[src/rtl/ttt_game.sv]
// rtl/ttt_game.sv - 3x3 tic-tac-toe referee with registered board, turn and result
module ttt_game (
  input  logic        clk,
  input  logic        reset,
  input  logic        enable,
  input  logic [2:0]  data_in_x,
  input  logic [2:0]  data_in_y,
  output logic        winner,
  output logic        player,
  output logic        stop_game,
  output logic [17:0] board
);

  logic [17:0] r_board;
  logic        r_player;
  logic        r_winner;
  logic        r_stop;

  logic        w_in_range;
  logic [3:0]  w_idx;
  logic [1:0]  w_mark;
  logic        w_accept;
  logic [17:0] w_board_nxt;
  logic [8:0]  w_own;
  logic        w_line;
  logic        w_full;

  // Decode the requested cell, decide acceptance and evaluate the board with the new mark in place
  always_comb begin
    w_in_range  = (data_in_x <= 3'd2) && (data_in_y <= 3'd2);
    // Out-of-range coordinates are forced to cell 0 so the part-select stays inside the board
    w_idx       = w_in_range ? (4'(data_in_y[1:0]) * 4'd3 + 4'(data_in_x[1:0])) : 4'd0;
    w_mark      = r_player ? 2'b10 : 2'b01;
    w_accept    = enable && !r_stop && w_in_range && (r_board[{w_idx, 1'b0} +: 2] == 2'b00);
    w_board_nxt = r_board;
    w_board_nxt[{w_idx, 1'b0} +: 2] = w_mark;
    w_full      = 1'b1;
    w_own       = '0;
    for (int i = 0; i < 9; i++) begin
      w_own[i] = (w_board_nxt[2*i +: 2] == w_mark);
      if (w_board_nxt[2*i +: 2] == 2'b00) begin
        w_full = 1'b0;
      end
    end
    // Only the mover's mark can complete a line: the game freezes on the first line
    w_line = (w_own[0] & w_own[1] & w_own[2]) |
             (w_own[3] & w_own[4] & w_own[5]) |
             (w_own[6] & w_own[7] & w_own[8]) |
             (w_own[0] & w_own[3] & w_own[6]) |
             (w_own[1] & w_own[4] & w_own[7]) |
             (w_own[2] & w_own[5] & w_own[8]) |
             (w_own[0] & w_own[4] & w_own[8]) |
             (w_own[2] & w_own[4] & w_own[6]);
  end

  // Game state: reset clears everything; an accepted move commits the mark and the result
  always_ff @(posedge clk) begin
    if (reset) begin
      r_board  <= '0;
      r_player <= 1'b0;
      r_winner <= 1'b0;
      r_stop   <= 1'b0;
    end else if (w_accept) begin
      r_board <= w_board_nxt;
      if (w_line) begin
        r_winner <= 1'b1;
        r_stop   <= 1'b1;
      end else if (w_full) begin
        r_stop   <= 1'b1;
      end else begin
        r_player <= ~r_player;
      end
    end
  end

  assign board     = r_board;
  assign player    = r_player;
  assign winner    = r_winner;
  assign stop_game = r_stop;

endmodule

[config.mk]
export PLATFORM = sky130hd
export DESIGN_NAME = ttt_game
export DESIGN_NICKNAME = d
export VERILOG_FILES = /design/src/rtl/ttt_game.sv
export SDC_FILE = /design/constraint.sdc
export NUM_CORES = 1
export LEC_CHECK = 0
export BUFFER_PORTS_ARGS = -buffer_cell sky130_fd_sc_hd__clkbuf_2
export CAP_MARGIN = 20
export CORE_UTILIZATION = 56
export CTS_CLUSTER_DIAMETER = 80
export DETAILED_ROUTE_END_ITERATION = 8
export GPL_TIMING_DRIVEN = 0
export PLACE_DENSITY = 0.9
export SETUP_SLACK_MARGIN = 0.3
export SLEW_MARGIN = 5
export SYNTH_ARGS = -nofsm -noshare
export SYNTH_HDL_FRONTEND = slang
export SYNTH_SLANG_ARGS = --single-unit
[constraint.sdc]
create_clock -name clk -period 3.9 [get_ports clk]
set_input_delay 0 -clock clk [delete_from_list [all_inputs] [get_ports clk]]
set_output_delay 0 -clock clk [all_outputs]
set_load 0.005 [all_outputs]
==> results of run 1 <==
[cells by family (layout without fill, tap and decap cells)]
family | after synthesis | after routing | share of synthesized area (%)
adder cells (fa/ha/maj) | 9 | 9 | 7.239
flip-flops | 21 | 21 | 23.85
AND/OR/NAND/NOR | 114 | 114 | 31.09
AO/OA/AOI/OAI | 50 | 50 | 20.58
buffers and inverters | 21 | 56 | 4.755
multiplexers | 20 | 20 | 12.49
[routing by layer]
| metal | up-vias | part of all wire [%] |
|---|---|---|
| met4 | 0 | 2.6 |
| li1 | 910 | - |
| met2 | 105 | 46 |
| met5 | - | 0 |
| met1 | 846 | 42 |
| met3 | 10 | 9.4 |
[sequential cells by signal (all words and copies together) (netlist names)]
name	count
winner	1
board	18
player	1
stop_game	1
[area by class of cell]
class | count | area, um^2 | area share [%]
Buffer | 10 | 45.04 | 2.200
Tap cell | 42 | 52.55 | 2.567
Sequential cell | 21 | 420.4 | 20.54
Clock buffer | 4 | 26.28 | 1.284
Inverter | 11 | 41.29 | 2.017
Timing Repair Buffer | 31 | 160.2 | 7.824
Multi-Input combinational cell | 193 | 1301 | 63.57
[cells in the mapped netlist, drive strengths merged (3+ instances only)]
master	instances
nor3b	3
a21oi	15
dfxtp	21
nor3	12
and2	3
a21o	3
buf	4
clkbuf	6
nand2	25
nor2b	3
o22ai	3
and3	5
mux2	3
nand3	6
inv	11
nor2	47
ha	7
o21ai	7
mux2i	16
a211oi	3
[how the worst max path moves through the flow]
stage	startpoint	end	depth (start not counted)
6_report	data_in_y[1]	player$_SDFFE_PP0P_	17
3_5_place_dp	data_in_x[1]	player$_SDFFE_PP0P_	16
5_1_grt	data_in_y[1]	player$_SDFFE_PP0P_	17
2_1_floorplan	data_in_x[1]	player$_SDFFE_PP0P_	15
3_3_place_gp	data_in_x[1]	player$_SDFFE_PP0P_	16
4_1_cts	data_in_x[1]	player$_SDFFE_PP0P_	16
[stage by stage]
| step | power, mW | hold slack [ps] | cells | setup WS [ps] |
|---|---|---|---|---|
| final | 0.4602 | 13.29 | 312 | 433.0 |
| after global routing | 0.4847 | 43.56 | 312 | 275.2 |
| after floorplan | 0.3096 | 198.3 | 235 | 476.2 |
| after global placement | 0.3376 | 322.2 | 306 | 80.69 |
| after CTS | 0.4481 | 16.76 | 310 | 403.7 |
| after detailed placement | 0.3391 | 345.2 | 306 | -36.20 |
[worst min-delay path: stages]
cell      delay [ps]
clkbuf_2         100
nor2_1            80
mux2_1           120
[power by group through the flow]
stage	registers (mW)	logic, mW	clock network [mW]
2_1_floorplan	0.221	0.0887	0
3_3_place_gp	0.221	0.117	0
3_5_place_dp	0.221	0.118	0
4_1_cts	0.216	0.120	0.112
5_1_grt	0.216	0.143	0.125
6_report	0.216	0.133	0.111
[what timing repair did]
item | CTS | global route
setup buffers | 0 | 2
setup endpoints to repair | 1 | 1
hold endpoints to repair | 0 | 0
gates resized for setup | 1 | 8
==> flow_summary.json, run 1 <==
{
  "portBuffers": 29,
  "clockBufferDepth": 2,
  "arrival_ps": 3680,
  "powerDensity_mw_per_mm2": 224.8,
  "wire_per_inst_um": 15.46,
  "grt_first_pass_wirelength_um": 7341,
  "gp_congestion": 0.9814,
  "n_fill_cell": 237,
  "grt_pass1_vias": 1592,
  "cts_sinks": 21,
  "grt_util_met3_pct": 4.241,
  "slew_headroom_pct": 60.60,
  "die_w_um": 58.11,
  "p_sw_mw": 0.1566,
  "worstHoldStart": "reset",
  "r2r_start": "player$_SDFFE_PP0P_",
  "end_kind": "flip-flop",
  "hold_depth": 3,
  "layout_commonest_cell": "nor2_1",
  "mostFrequentLayoutCells": "46 x nor2_1, 29 x clkbuf_2, 25 x nand2_1",
  "ios": 30,
  "r2r_end": "player$_SDFFE_PP0P_",
  "dpl-instance-area_mm2": 0.001961,
  "antenna_left": 0,
  "comb_power_share_pct": 28.8,
  "synth-seq-area-share_pct": 23.85,
  "leakagePower_nw": 0.8630,
  "required_ps": 4110,
  "synth.area.top_cells": "dfxtp_1 24%, nor2_1 10%, mux2i_1 8.5%",
  "via_per_inst": 5.997,
  "yosys.area.top_type_share_pct": 23.85,
  "start_util_pct": 61.29,
  "busiest_layer": "met2",
  "grt.overflow.total": 0,
  "grt.met2_usage_pct": 48.60,
  "crit_family": "adder cells",
  "drc_errors": 0,
  "cts.clk_slew.worst_paths_ps": 120,
  "antenna_found_initial": 0,
  "tightest_slew_ps": 589.7,
  "hold_viol_final": 0,
  "layout_min_cycle_time_ps": 3467,
  "dieArea_mm2": 0.003377,
  "drive_above_1_share_pct": 19.26,
  "grt_setup_unrepaired": "no",
  "finalNetCount": 289,
  "grtUsageMet1_pct": 37.47,
  "yosysUniqueCellTypes": 48,
  "final-setup-viol-count": 0,
  "ir_drop_mv": 0.1855,
  "synth_nets": 253,
  "clkLatencyLatePin_ps": 320,
  "vias": 1871,
  "crit_path_max_fanout": 10,
  "core_area_mm2": 0.002877,
  "synthesis.area_mm2": 0.001763,
  "path_class": "primary input to flip-flop",
  "finClkSkew_ps": 6.670,
  "first_pass_iters": 5,
  "ys_ff_latch": 21,
  "n_antenna_cell": 0,
  "startpoint_type": "primary input",
  "syn_avg_cell_area_um2": 7.502,
  "syn_inst": 235,
  "timing.fmax_mhz": 288.4,
  "numCtsBuffers": 3,
  "row_count": 19,
  "crit_path_top_delay_cell": "fa_1",
  "cts.root.buffer_cell": "clkbuf_4",
  "grt_max_degree": 12,
  "grtUsageTotal_pct": 28.88,
  "htreeDepth": 1,
  "critical_path.most_common_cell": "inv_1",
  "seq_power_share_pct": 47.0,
  "slew_violations": 0,
  "yosys.area.top_type": "dfxtp_1",
  "slowest_delay_ps": 480,
  "postLayoutCellArea_mm2": 0.002047,
  "fin_crit_sh_pct": 88.90,
  "pwr-share-clk_pct": 24.2,
  "fin_setup_tns_ps": 0,
  "dp_hpwl_um": 3565,
  "syn2layout_area_growth_pct": 16.11,
  "r2r_setup_slack_ps": 910,
  "hold_path.class": "primary input to flip-flop",
  "routed_wl_um": 4825,
  "cts_tree": "done",
  "async_flop_share_pct": 0,
  "fp.dieH_um": 58.11,
  "drv_cap": 0,
  "status": "finished clean",
  "drt_iter0_drc": 110,
  "r2r_cells": 9,
  "synth_edf_count": 0,
  "critPathBufInv": 6,
  "synth_flop_cell": "dfxtp_1",
  "swShare_pct": 34.04,
  "internal_power_mw": 0.3036,
  "cp_cell_sequence": "clkbuf_2, inv_1, fa_1, inv_1, ha_2, inv_1, fa_1, clkbuf_4, nor4b_4, buf_4, a21oi_4, nor2_1, mux2i_1, o22ai_1, a22o_1, nor4_4, mux2_1",
  "ctsHoldBuffers": 0,
  "hold_end": "player$_SDFFE_PP0P_",
  "yosys_warnings": 0,
  "post-route-util_pct": 71.16
}
Note: power is estimated with default switching activity, not from simulation.
==> run 2, diff against run 1 <==
--- a/config.mk
+++ b/config.mk
@@ -10,7 +10,6 @@
 export CORE_UTILIZATION = 56
 export CTS_CLUSTER_DIAMETER = 80
 export DETAILED_ROUTE_END_ITERATION = 8
-export GPL_TIMING_DRIVEN = 0
 export PLACE_DENSITY = 0.9
 export SETUP_SLACK_MARGIN = 0.3
 export SLEW_MARGIN = 5
==> run 2 against run 1 <==
Setup slack better by 150 ps. Non-clock buffer count shrank 5. Combinational power decreased by 9.8%. Hold slack improved by 120 ps. Clock-buffer cell count unchanged. Final cell count fell by 1.6%. Total power is 3.8% lower. First-iteration DRC count up 3.6%. Register-to-register slack gained 380 ps. Critical path depth fell by 2. Cell area decreased by 1.8%. Core utilization shrank 1.3 points. Critical path type unchanged. Critical endpoint unchanged.
==> flow_summary.json, run 2 (synthesis gave the netlist of run 1 again) <==
{
  "grt_setup_unrepaired": "no",
  "finClkSkew_ps": 6.376,
  "ios": 30,
  "status": "finished clean",
  "layout_min_cycle_time_ps": 3316,
  "drt_iter0_drc": 114,
  "dp_hpwl_um": 3307,
  "grt_pass1_vias": 1551,
  "routed_wl_um": 4315,
  "ir_drop_mv": 0.1917,
  "end_kind": "flip-flop",
  "fin_setup_tns_ps": 0,
  "required_ps": 4110,
  "layout.area.seq_um2": 420.4,
  "multiInputGateArea_mm2": 0.001272,
  "antenna_left": 0,
  "dp_slack_ps": 132.6,
  "cts.clk_slew.worst_paths_ps": 110,
  "cts_sinks": 21,
  "tightest_slew_ps": 899.6,
  "timing.fmax_mhz": 301.5,
  "slew_headroom_pct": 39.95,
  "ctsHoldBuffers": 0,
  "path_class": "primary input to flip-flop",
  "drc_errors": 0,
  "cts_tree": "done",
  "crit_path_max_fanout": 10,
  "mostFrequentLayoutCells": "46 x nor2_1, 29 x clkbuf_2, 25 x nand2_1",
  "drv_cap": 0,
  "timing.final.ws_setup_ps": 583.6,
  "gp_congestion": 0.9553,
  "cp_cell_sequence": "clkbuf_2, inv_1, fa_1, inv_1, ha_1, inv_1, fa_2, nor4b_4, a21oi_2, nor2_2, mux2i_2, o22ai_1, a22o_1, nor4_2, mux2_1",
  "vias": 1829,
  "largest_reg_flops": 18,
  "drive_above_1_share_pct": 20.00,
  "layout_commonest_cell": "nor2_1",
  "grt_max_degree": 28,
  "first_pass_iters": 5,
  "cts.root.buffer_cell": "clkbuf_4",
  "wire_per_inst_um": 14.06,
  "finalNetCount": 284,
  "n_fill_cell": 236,
  "critical_path.most_common_cell": "inv_1",
  "syn2layout_area_growth_pct": 14.05,
  "clockBufferDepth": 2,
  "dpl-instance-area_mm2": 0.001963,
  "antenna_found_initial": 0,
  "numCtsBuffers": 3,
  "n_antenna_cell": 0,
  "crit_path_top_delay_cell": "fa_2",
  "fin_crit_sh_pct": 85.04,
  "powerDensity_mw_per_mm2": 220.3,
  "die_w_um": 58.11,
  "clkLatencyLatePin_ps": 310,
  "core_area_mm2": 0.002877,
  "fp.dieH_um": 58.11,
  "final-setup-viol-count": 0,
  "grt_first_pass_wirelength_um": 6962,
  "start_util_pct": 61.29,
  "leakagePower_nw": 0.8585,
  "slowest_delay_ps": 630,
  "portBuffers": 29,
  "hold_viol_final": 0,
  "report.power.total_mw": 0.4429,
  "hold_path.class": "primary input to flip-flop",
  "dieArea_mm2": 0.003377,
  "startpoint_type": "primary input",
  "arrival_ps": 3520,
  "htreeDepth": 1,
  "slew_violations": 0,
  "row_count": 19,
  "via_per_inst": 5.958,
  "grt.overflow.total": 0,
  "grtUsageTotal_pct": 26.69,
  "postLayoutCellArea_mm2": 0.002011
}
[run 2: changes by cell type in the layout (fill, tap and decap cells not counted), sizes merged]
cell / change
buf: +2
clkbuf: -7
[run 2: per-layer routing]
metal | global-route usage (%) | share of wire, % | routed length [um]
met5 | 0 | 0 | 0
met4 | 8.503 | 1.3 | 55
met3 | 2.902 | 6.6 | 285
met2 | 43.84 | 46 | 1981
met1 | 36.70 | 46 | 1993
[run 2: critical path: cells and delay by family]
kind            cells  cell delay [ps]
compound gates      3              580
fa+ha+maj           3             1190
buf+inv             4              340
mux                 2              620
simple gates        3              810
[run 2: worst paths after layout]
path	start	to	slack, ps	depth (start not counted)
max reg2reg	player$_SDFFE_PP0P_	player$_SDFFE_PP0P_	1290	7
min	enable	board[8]$_SDFFE_PP0P_	130	5
max	data_in_y[1]	player$_SDFFE_PP0P_	580	15
min reg2reg	winner$_SDFFE_PP0P_	winner$_SDFFE_PP0P_	460	2
[run 2: metrics by stage]
step                      util [%]  hold WS [ps]  cells
after detailed placement     68.25         393.3    302
final                        69.90         128.4    307
after floorplan                  -         198.3    235
after global placement       68.25         388.6    302
after global routing         69.90         151.6    307
after CTS                    69.16         128.7    306
[run 2: cell type report]
cell class,instances,area share [%]
Clock buffer,4,1.307
Inverter,11,2.054
Multi-Input combinational cell,193,63.29
Sequential cell,21,20.91
Tap cell,42,2.614
Timing Repair Buffer,36,9.832
[run 2: power breakdown]
part | internal, mW | switching, mW
Combinational | 0.0469 | 0.0726
Clock | 0.0399 | 0.0643
Sequential | 0.215 | 0.00392
Total | 0.302 | 0.141
[run 2: what timing repair did]
action | in CTS | in global routing
endpoints found under the setup margin | 0 | 1
gates resized for setup | 0 | 4
buffers inserted | 0 | 1
==> run 3, diff against run 2 <==
--- a/config.mk
+++ b/config.mk
@@ -11,6 +11,7 @@
 export CTS_CLUSTER_DIAMETER = 80
 export DETAILED_ROUTE_END_ITERATION = 8
 export PLACE_DENSITY = 0.9
+export REMOVE_ABC_BUFFERS = 1
 export SETUP_SLACK_MARGIN = 0.3
 export SLEW_MARGIN = 5
 export SYNTH_ARGS = -nofsm -noshare
==> run 3 against run 2 <==
Die area unchanged. Via count grew 2.1%. Cell area is 1.6% higher. Largest cell class unchanged. Clock skew rose by 5.9 ps. Hold slack gained 23 ps. First-iteration DRC count down 0.88%. Sequential power barely moved. Combinational power increased by 12%.
==> flow_summary.json, run 3 (synthesis gave the netlist of run 1 again) <==
{
  "post-route-util_pct": 70.99,
  "required_ps": 4120,
  "slew_violations": 0,
  "grt.overflow.total": 0,
  "powerDensity_mw_per_mm2": 227.3,
  "core_area_mm2": 0.002877,
  "fin_crit_sh_pct": 87.32,
  "crit_path_max_fanout": 6,
  "dieArea_mm2": 0.003377,
  "cp_cell_sequence": "clkbuf_2, inv_1, fa_1, inv_1, ha_1, inv_1, fa_2, nor4b_4, o21bai_4, a21o_1, mux2i_2, o221ai_1, a22o_1, nor4_2, mux2_1",
  "finalNetCount": 286,
  "mostFrequentLayoutCells": "46 x nor2_1, 29 x clkbuf_2, 25 x nand2_1",
  "status": "finished clean",
  "tightest_slew_ps": 877.0,
  "clockBufferDepth": 2,
  "slowest_delay_ps": 560,
  "layout_min_cycle_time_ps": 3406,
  "layout_commonest_cell": "nor2_1",
  "instances_no_fill": 309,
  "n_fill_cell": 249,
  "ir_drop_mv": 0.1322,
  "antenna_left": 0,
  "hold_viol_final": 0,
  "grt_max_degree": 28,
  "cts.root.buffer_cell": "clkbuf_4",
  "dp_hpwl_um": 3482,
  "first_pass_iters": 5,
  "vias": 1867,
  "ios": 30,
  "arrival_ps": 3630,
  "holdWs_ps": 151.3,
  "startpoint_type": "primary input",
  "critical_path.most_common_cell": "inv_1",
  "antenna_found_initial": 0,
  "htreeDepth": 1,
  "portBuffers": 29,
  "timing.fmax_mhz": 293.6,
  "routed_wl_um": 4620,
  "finClkSkew_ps": 12.32,
  "cts.clk_slew.worst_paths_ps": 130,
  "report.power.total_mw": 0.4642,
  "largest_reg_flops": 18,
  "slew_headroom_pct": 41.46,
  "drive_above_1_share_pct": 20.97,
  "drc_errors": 0,
  "row_count": 19,
  "drt_iter0_drc": 113,
  "syn2layout_area_growth_pct": 15.83,
  "dp_cells": 301,
  "grtUsageTotal_pct": 28.28,
  "wire_per_inst_um": 14.95,
  "n_antenna_cell": 0,
  "cts_sinks": 21,
  "via_per_inst": 6.042,
  "drv_cap": 0,
  "fp.dieH_um": 58.11,
  "clkLatencyLatePin_ps": 320,
  "fin_setup_tns_ps": 0,
  "die_w_um": 58.11,
  "grt_setup_unrepaired": "no",
  "numCtsBuffers": 3,
  "crit_path_top_delay_cell": "fa_2",
  "grt_first_pass_wirelength_um": 7348,
  "path_class": "primary input to flip-flop",
  "end_kind": "flip-flop",
  "final-setup-viol-count": 0,
  "gp_congestion": 1.012,
  "cts_tree": "done",
  "grt_pass1_vias": 1608,
  "hold_path.class": "primary input to flip-flop",
  "leakagePower_nw": 0.8733,
  "start_util_pct": 61.29
}
-- run 3: report_power, final --
| part | internal [mW] | switching, mW | total (mW) |
|---|---|---|---|
| Sequential | 0.215 | 0.00387 | 0.219 |
| Combinational | 0.0556 | 0.0783 | 0.134 |
| Clock | 0.0384 | 0.0727 | 0.111 |
-- run 3: final cells by class --
cell class,instances,area [um^2],share of cell area [%]
repair buffers,38,212.7,10.42
clock buffers,3,22.52,1.103
multi-input cells,193,1287,63.05
flip-flops and latches,21,420.4,20.59
inverters,11,41.29,2.022
well taps,42,52.55,2.574
clock inverters,1,5.005,0.2451
-- run 3: layer usage --
layer,share of wire [%],routed length [um],up-vias,track usage [%]
li1,-,-,901,-
met1,44,2044,865,37.93
met2,46,2108,81,44.83
met3,6.5,300,20,3.571
met4,3.6,167,0,13.95
met5,0,0,-,0
-- run 3: worst max-delay path: cells and delay by family --
kind,cells,cell delay [ps]
buffers and inverters,4,360
AOI/OAI and AO/OA,4,830
and+or+nand+nor,2,720
muxes,2,600
adders and majority gates,3,1120
-- run 3: through the flow --
| step | setup slack [ps] | cell area, um^2 |
|---|---|---|
| 5_1_grt | 340.7 | 2042 |
| 4_1_cts | 368.7 | 1983 |
| 3_5_place_dp | 22.15 | 1956 |
| 6_report | 494.4 | 2042 |
| 2_1_floorplan | 472.2 | 1720 |
| 3_3_place_gp | 253.1 | 1956 |
-- run 3: path summary, 6_finish.rpt --
kind / from / depth (start not counted) / end / slack [ps]
max reg2reg: player$_SDFFE_PP0P_ / 7 / player$_SDFFE_PP0P_ / 1280
max: data_in_y[1] / 15 / player$_SDFFE_PP0P_ / 490
min: reset / 2 / board[17]$_SDFFE_PP0P_ / 150
min reg2reg: winner$_SDFFE_PP0P_ / 2 / winner$_SDFFE_PP0P_ / 470
-- run 3: what timing repair did --
item                                    in CTS  in global routing
gates resized for setup                      0                  6
hold buffers                                 0                  0
hold endpoints to repair                     0                  0
buffers inserted                             0                  4
endpoints found under the setup margin       0                  1
